[config.mk]
export PLATFORM = sky130hd
export DESIGN_NAME = alu_arbiter
export DESIGN_NICKNAME = d
export VERILOG_FILES = /design/src/rtl/alu_pkg.sv /design/src/rtl/alu_4bit.sv /design/src/rtl/alu_arbiter.sv
export SDC_FILE = /design/constraint.sdc
export NUM_CORES = 1
export LEC_CHECK = 0
export CORE_UTILIZATION = 65
export DETAILED_ROUTE_END_ITERATION = 10
export DONT_BUFFER_PORTS = 1
export PLACE_DENSITY = 0.81
export SKIP_CTS_REPAIR_TIMING = 1
export SYNTH_ARGS = -nofsm -noshare
export SYNTH_HDL_FRONTEND = slang
export SYNTH_SLANG_ARGS = --single-unit
[constraint.sdc]
create_clock -name clk -period 9.8 [get_ports clk]
set_input_delay 1.96 -clock clk [delete_from_list [all_inputs] [get_ports clk]]
set_output_delay 1.96 -clock clk [all_outputs]
set_load 0.005 [all_outputs]
[src/rtl/alu_pkg.sv]
// Shared opcode constants, legality check and response record for the ALU
// arbiter slice.
package alu_pkg;

    localparam logic [2:0] OP_ADD = 3'b000;
    localparam logic [2:0] OP_SUB = 3'b001;
    localparam logic [2:0] OP_AND = 3'b010;
    localparam logic [2:0] OP_OR  = 3'b011;
    localparam logic [2:0] OP_XOR = 3'b100;

    typedef struct packed {
        logic       id;
        logic       carry;
        logic [3:0] result;
    } rsp_t;

    function automatic logic is_legal_op(input logic [2:0] op);
        return op <= OP_XOR;
    endfunction

endpackage

[src/rtl/alu_4bit.sv]
// Combinational 4-bit ALU; {carry,result} is the 5-bit result on zero-extended
// operands, illegal opcodes yield zero.
module alu_4bit
    import alu_pkg::*;
(
    input  logic [3:0] a,
    input  logic [3:0] b,
    input  logic [2:0] op,
    output logic [3:0] result,
    output logic       carry
);

    logic [4:0] wide;

    always_comb begin
        wide = 5'd0;
        case (op)
            OP_ADD:  wide = {1'b0, a} + {1'b0, b};
            OP_SUB:  wide = {1'b0, a} - {1'b0, b};
            OP_AND:  wide = {1'b0, a & b};
            OP_OR:   wide = {1'b0, a | b};
            OP_XOR:  wide = {1'b0, a ^ b};
            default: wide = 5'd0;
        endcase
    end

    assign result = wide[3:0];
    assign carry  = wide[4];

endmodule

[src/rtl/alu_arbiter.sv]
// Two-requester round-robin arbiter in front of one shared alu_4bit, with a
// single backpressured response register and a saturating illegal-op counter.
module alu_arbiter
    import alu_pkg::*;
#(
    parameter int NREQ  = 2,
    parameter int CNT_W = 8
) (
    input  logic             clk,
    input  logic             rst,
    input  logic [NREQ-1:0]  req_valid,
    output logic [NREQ-1:0]  req_ready,
    input  logic [3:0]       req_A0,
    input  logic [3:0]       req_B0,
    input  logic [2:0]       req_op0,
    input  logic [3:0]       req_A1,
    input  logic [3:0]       req_B1,
    input  logic [2:0]       req_op1,
    output logic             rsp_valid,
    input  logic             rsp_ready,
    output logic             rsp_id,
    output logic [3:0]       rsp_result,
    output logic             rsp_carry,
    output logic [CNT_W-1:0] illegal_cnt
);

    logic             prio_q;
    logic             rsp_valid_q;
    rsp_t             rsp_q;
    logic [CNT_W-1:0] cnt_q;

    logic       slot_free;
    logic       grant;
    logic       gidx;
    logic [3:0] alu_a;
    logic [3:0] alu_b;
    logic [2:0] alu_op;
    logic [3:0] alu_result;
    logic       alu_carry;

    assign slot_free = ~rsp_valid_q | rsp_ready;

    // Favoured requester wins when both are valid; reset masks every grant.
    always_comb begin
        grant = 1'b0;
        gidx  = prio_q;
        if (!rst && slot_free) begin
            if (req_valid[prio_q]) begin
                grant = 1'b1;
                gidx  = prio_q;
            end else if (req_valid[~prio_q]) begin
                grant = 1'b1;
                gidx  = ~prio_q;
            end
        end
    end

    always_comb begin
        req_ready = '0;
        if (grant) begin
            req_ready[gidx] = 1'b1;
        end
    end

    always_comb begin
        alu_a  = 4'd0;
        alu_b  = 4'd0;
        alu_op = OP_ADD;
        if (grant) begin
            alu_a  = gidx ? req_A1  : req_A0;
            alu_b  = gidx ? req_B1  : req_B0;
            alu_op = gidx ? req_op1 : req_op0;
        end
    end

    alu_4bit u_alu (
        .a      (alu_a),
        .b      (alu_b),
        .op     (alu_op),
        .result (alu_result),
        .carry  (alu_carry)
    );

    always_ff @(posedge clk) begin
        if (rst) begin
            prio_q      <= 1'b0;
            rsp_valid_q <= 1'b0;
            rsp_q       <= '0;
            cnt_q       <= '0;
        end else if (grant) begin
            rsp_q       <= '{id: gidx, carry: alu_carry, result: alu_result};
            rsp_valid_q <= 1'b1;
            prio_q      <= ~gidx;
            if (!is_legal_op(alu_op) && cnt_q != {CNT_W{1'b1}}) begin
                cnt_q <= cnt_q + CNT_W'(1);
            end
        end else if (rsp_ready) begin
            rsp_valid_q <= 1'b0;
        end
    end

    assign rsp_valid   = rsp_valid_q;
    assign rsp_id      = rsp_q.id;
    assign rsp_result  = rsp_q.result;
    assign rsp_carry   = rsp_q.carry;
    assign illegal_cnt = cnt_q;

endmodule
==> impl_metrics.toml, run 1 <==
[synthesis]
synthesis.nets = 199
synth.mux.area_fraction_pct = 2.23
synth_warnings = 0
synth_area_sq_mm = 0.00134
yosys.area_share.adder_pct = 14.5
async_flop_share_pct = 0
synth_area_leader_cell = "dfxtp_1"
ys_ff_latch = 16
synth_compound_area_share_pct = 28.8
ys_seq_area_share_pct = 23.8
netlist_instances = 157
synth.most_common_cell = "dfxtp_1"
synthSimpleGateAreaFrac_pct = 20.3
synth_area_leaders = "dfxtp_1 (24%), ha_1 (13%), a22o_1 (3.9%)"
avgSynthCellArea_sq_um = 8.56
synth_cell_types = 46
synth_top_family_by_area = "compound AO/OA/AOI/OAI gates"
synth_edf_count = 0
yosys-top-cells-count = "dfxtp_1 (16), ha_1 (14), inv_1 (13)"
synthXorXnorAreaFrac_pct = 4.56
synth.top_cell.area_share_pct = 23.8
synthFlopType = "dfxtp_1"

[critical_path]
arrival_ns = 4.95
r2r_cells = 13
critPathLaunchType = "input port"
r2r_end = "rsp_result[3]"
r2r_start = "prio_q"
r2r_slack_ns = 6.42
crit_fanout = 16
startpoint = "req_valid[0]"
crit_path_end = "rsp_result[3]"
crit_path_end_kind = "flip-flop"
worst_ep_required_time_ns = 10.04
critical_path_class = "input port to flip-flop"

[drt]
drt_wl_total_um = 3010
drt_iter0_drc = 46
vias = 1203
wire_per_inst_um = 16.4
drc = 0
ant_nets = 0
viasPerCell = 6.57
dr.pass1.iters = 4

[global_routing]
grt_pass1_vias = 996
grt_max_degree = 18
grt_use_total_pct = 27.1
antenna_found_initial = 0
overflow = 0
grt_pass1_wl_um = 4290

[clock_network]
clock_sinks = 16
cts-root-buf = "clkbuf_4"
cts_tree = "done"
path_clk_slew_ns = 0.10
h-tree-depth = 1
ctsLongestPathBuffers = 2
clk_latency_ns = 0.29
cts_buffers = 3

[floorplanning]
ios = 44
die_x_um = 47.5
die_area_sq_mm = 0.00225
start_util_pct = 68.5
rows = 16
fp.coreArea_sq_mm = 0.00196
die_y_um = 47.5

[finish]
antenna_cells = 0
nNetsFinal = 199
final_util_pct = 71.0
area_delta_synth_final_pct = 3.63
drive_above_1_share_pct = 8.97

[placed_design]
gp_congestion = 0.861
portBuffers = 0
dp_hpwl_um = 2330

[timing]
rsz0062_at_grt = "false"
fin_crit_ns = 4.72
fin_skew_ns = 0.00159
hold_violations = 0
setup_viol = 0
relSlewSlack_pct = 55.4
worst_pin_slew_ns = 0.667
fin_hold_ws_ns = 0.506
slew_violations = 0
min_period_over_period_pct = 48.1
fmax_ghz = 0.212
tns_ns = 0

[power]
leakage_nw = 0.582
irDropWorstVdd_v = 0.000108
power_density_mw_per_mm2 = 125

[status]
status = "complete, no violations"

[min_path]
hold_class = "flip-flop to flip-flop"

[run]
cap_violations = 0
sequential cells by signal, summed over array words and instances, names as in the netlist:
name	flops
illegal_cnt	8
rsp_carry	1
rsp_id	1
rsp_result	4
rsp_valid	1
prio_q	1
kinds of logic after synthesis:
| logic type | Yosys count |
|---|---|
| flops | 16 |
| compound gates | 49 |
| xor+xnor | 7 |
| simple gates | 48 |
| mux | 3 |
| buf+inv | 19 |
| fa+ha+maj | 15 |
metal layers:
layer	part of all wire [%]	wire [um]	track usage [%]	up-vias
li1	-	-	-	590
met1	48	1430	37.8	564
met2	45	1360	41.9	49
met3	7.0	211	8.30	0
met4	0	0	4.00	0
met5	0	0	0	-
cell type report:
type | instances | area, sq um
Fill cell | 157 | 569
Tap cell | 27 | 33.8
Inverter | 13 | 48.8
Sequential cell | 16 | 320
Multi-Input combinational cell | 122 | 946
Timing Repair Buffer | 1 | 7.51
Clock buffer | 4 | 36.3
worst max-delay path: stages:
cell and delay (ns):
a21bo_2 0.22, nor3_4 0.52, a22oi_2 0.29, nor3_1 0.45
nor2_1 0.10, xnor2_1 0.14, ha_1 0.35, nand2_1 0.07
o21ai_0 0.21, xor2_1 0.16, nand2_1 0.07, a21oi_1 0.19
o221a_2 0.21
power breakdown:
group	switching, W	internal (W)	leakage (nW)
sequential	0.00000364	0.0000693	0.130
clock	0.0000218	0.0000226	0.0210
combinational	0.0000318	0.0000255	0.431
how the worst min path moves through the flow:
stage	startpoint	endpoint	slack [ns]	depth (start not counted)
floorplan	prio_q	prio_q	0.45	1
global placement	rsp_id	rsp_id	0.47	1
detailed placement	prio_q	prio_q	0.48	1
CTS	prio_q	prio_q	0.50	1
global route	prio_q	prio_q	0.54	1
finish	illegal_cnt[1]	illegal_cnt[1]	0.51	2
through the flow:
step           instances  setup slack, ns  total power, W  instance area (sq um)
2_1_floorplan        157             5.13        0.000120                   1340
3_3_place_gp         179             4.97        0.000129                   1360
3_5_place_dp         179             4.83        0.000131                   1360
4_1_cts              183             5.12        0.000175                   1390
5_1_grt              183             4.86        0.000185                   1390
6_report             183             5.08        0.000175                   1390
cell usage in the layout, fill, tap and decap left out, types with 4 or more instances in the layout:
master   netlist  layout
nor3_1         5       5
ha_1          14      14
dfxtp_1       16      16
xnor2_1        5       5
a21oi_1        6       6
a22oi_1        6       6
o21ai_0        6       6
nor2_1        10      10
inv_1         13      13
a22o_1         6       6
nand3_1        7       7
nand2_1       10      10
nor4_1         4       4
Note: power is estimated with default switching activity, not from simulation.
==> run 2, diff against run 1 <==
--- a/config.mk
+++ b/config.mk
@@ -5,10 +5,10 @@
 export SDC_FILE = /design/constraint.sdc
 export NUM_CORES = 1
 export LEC_CHECK = 0
-export CORE_UTILIZATION = 65
+export CORE_UTILIZATION = 62
 export DETAILED_ROUTE_END_ITERATION = 10
 export DONT_BUFFER_PORTS = 1
-export PLACE_DENSITY = 0.81
+export PLACE_DENSITY = 0.78
 export SKIP_CTS_REPAIR_TIMING = 1
 export SYNTH_ARGS = -nofsm -noshare
 export SYNTH_HDL_FRONTEND = slang
==> constraint.sdc (replaced) <==
create_clock -name clk -period 4.83 [get_ports clk]
set_input_delay 0.966 -clock clk [delete_from_list [all_inputs] [get_ports clk]]
set_output_delay 0.966 -clock clk [all_outputs]
set_load 0.005 [all_outputs]
==> run 2 against run 1 <==
  * Sequential power grew 100%
  * Register-to-register slack got worse by 4.9 ns
  * Design area is 0.99% lower
  * Utilization fell by 2.1 points
  * First-iteration DRC count is the same
  * Via count decreased by 1.2%
  * Wire length down 1.5%
  * Clock skew rose by 0.0082 ns
==> impl_metrics.toml, run 2 (synthesized netlist as in run 1, its figures left out) <==
[status]
status = "complete, no violations"

[floorplanning]
fp.coreArea_sq_mm = 0.00200
ios = 44
start_util_pct = 67.1
die_y_um = 48.6
die_x_um = 48.6
rows = 16
die_area_sq_mm = 0.00236

[placed_design]
pre_cts_ws_ns = 0.891
portBuffers = 0
placed_cell_area_sq_mm = 0.00136
gp_congestion = 0.886
placed_cells = 179
dp_hpwl_um = 2350

[global_routing]
grtUsageMet1_pct = 36.8
antenna_found_initial = 0
grt_max_degree = 18
busiest_layer = "met2"
use_met2_pct = 43.9
grt_use_total_pct = 27.0
grt_pass1_vias = 1118
grt_pass1_wl_um = 4950
grtUsageMet3_pct = 7.55
overflow = 0

[finish]
drive_above_1_share_pct = 8.39
nNetsFinal = 199
layout_common_cells = "dfxtp_1 (16), ha_1 (14), inv_1 (13)"
multiInputGateArea_sq_um = 946
fin_area_sq_mm = 0.00138
seqCellArea_sq_um = 320
antenna_cells = 0
num-fill-cells = 169
area_delta_synth_final_pct = 2.61
layout_commonest_cell = "dfxtp_1"
largest_register_ff_count = 8
final-instance-count-excl-fill = 182

[min_path]
min_to = "rsp_result[0]"
hold_class = "flip-flop to flip-flop"
min_from = "rsp_result[0]"
min_path_cells = 2

[timing]
fin_crit_ns = 3.67
slew_violations = 0
worst_pin_slew_ns = 0.628
hold_violations = 0
fmax_ghz = 0.273
fin_skew_ns = 0.00976
relSlewSlack_pct = 58.0
rsz0062_at_grt = "false"
tns_ns = 0
setup_viol = 0
fin_ws_ns = 1.16
min_period_over_period_pct = 75.9

[critical_path]
r2r_start = "prio_q"
worst_ep_required_time_ns = 5.00
critical-path-max-stage-delay_ns = 0.49
arrival_ns = 3.84
crit_path_end_kind = "flip-flop"
r2r_slack_ns = 1.51
critical_path_class = "input port to flip-flop"
r2r_cells = 13
path_cells = "a21bo_2 > nor3_4 > a22oi_2 > nor3_1 > nor2_1 > xnor2_1 > ha_1 > a21oi_1 > o21ai_0 > xor2_1 > nand2_1 > a21oi_1 > o221a_2"
path_common_cell = "a21oi_1"
r2r_end = "rsp_result[3]"
cp_slowest_cell = "nor3_4"
critPathLaunchType = "input port"
crit_fanout = 16

[drt]
wire_per_inst_um = 16.3
drt_iter0_drc = 46
ant_nets = 0
dr.pass1.iters = 4
vias = 1189
viasPerCell = 6.53
drt_wl_total_um = 2960
drc = 0

[clock_network]
h-tree-depth = 1
clk_latency_ns = 0.28
cts_buffers = 3
clock_sinks = 16
cts-root-buf = "clkbuf_4"
ctsLongestPathBuffers = 2
cts_tree = "done"
path_clk_slew_ns = 0.09

[power]
leakage_nw = 0.575
irDropWorstVdd_v = 0.000245
power_density_mw_per_mm2 = 239

[run]
cap_violations = 0
run 2: changes by cell type in the layout (fill, tap and decap cells not counted):
| cell | before | now |
|---|---|---|
| clkbuf_8 | 1 | 0 |
run 2: cell type report:
cell class / count / share of cell area (%)
well taps: 27 / 2.45
inverters: 13 / 3.54
clock buffers: 3 / 1.63
multi-input cells: 122 / 68.6
repair buffers: 1 / 0.544
flip-flops and latches: 16 / 23.2
run 2: worst max path at each step:
stage                            start            end  depth (start not counted)
after floorplan           req_valid[0]  rsp_result[3]                         15
after global placement    req_valid[0]  rsp_result[3]                         13
after detailed placement  req_valid[0]  rsp_result[3]                         13
after CTS                 req_valid[0]  rsp_result[3]                         13
after global routing      req_valid[0]  rsp_result[3]                         13
final                     req_valid[0]  rsp_result[3]                         13
run 2: power breakdown:
group / leakage [nW] / internal (W) / switching (W)
Combinational: 0.431 / 0.0000512 / 0.0000621
Clock: 0.0138 / 0.0000289 / 0.0000388
Sequential: 0.130 / 0.000141 / 0.00000739
Total: 0.575 / 0.000221 / 0.000108
run 2: routing by layer:
metal	vias to the layer above	part of all wire [%]
li1	587	-
met1	551	46
met2	49	47
met3	2	7.4
met4	0	0.27
met5	-	0
run 2: metrics by stage:
| stage | utilization [%] | power, W | hold WS, ns |
|---|---|---|---|
| 6_report | 68.9 | 0.000329 | 0.509 |
| 4_1_cts | 68.9 | 0.000330 | 0.516 |
| 3_3_place_gp | 67.8 | 0.000260 | 0.472 |
| 3_5_place_dp | 67.8 | 0.000263 | 0.487 |
| 2_1_floorplan | - | 0.000244 | 0.450 |
| 5_1_grt | 68.9 | 0.000352 | 0.541 |
run 2: critical path: cells and delay by family:
family / cells / cell delay (ns)
simple gates: 4 / 1.12
fa+ha+maj: 1 / 0.33
compound gates: 6 / 1.11
xor+xnor: 2 / 0.30
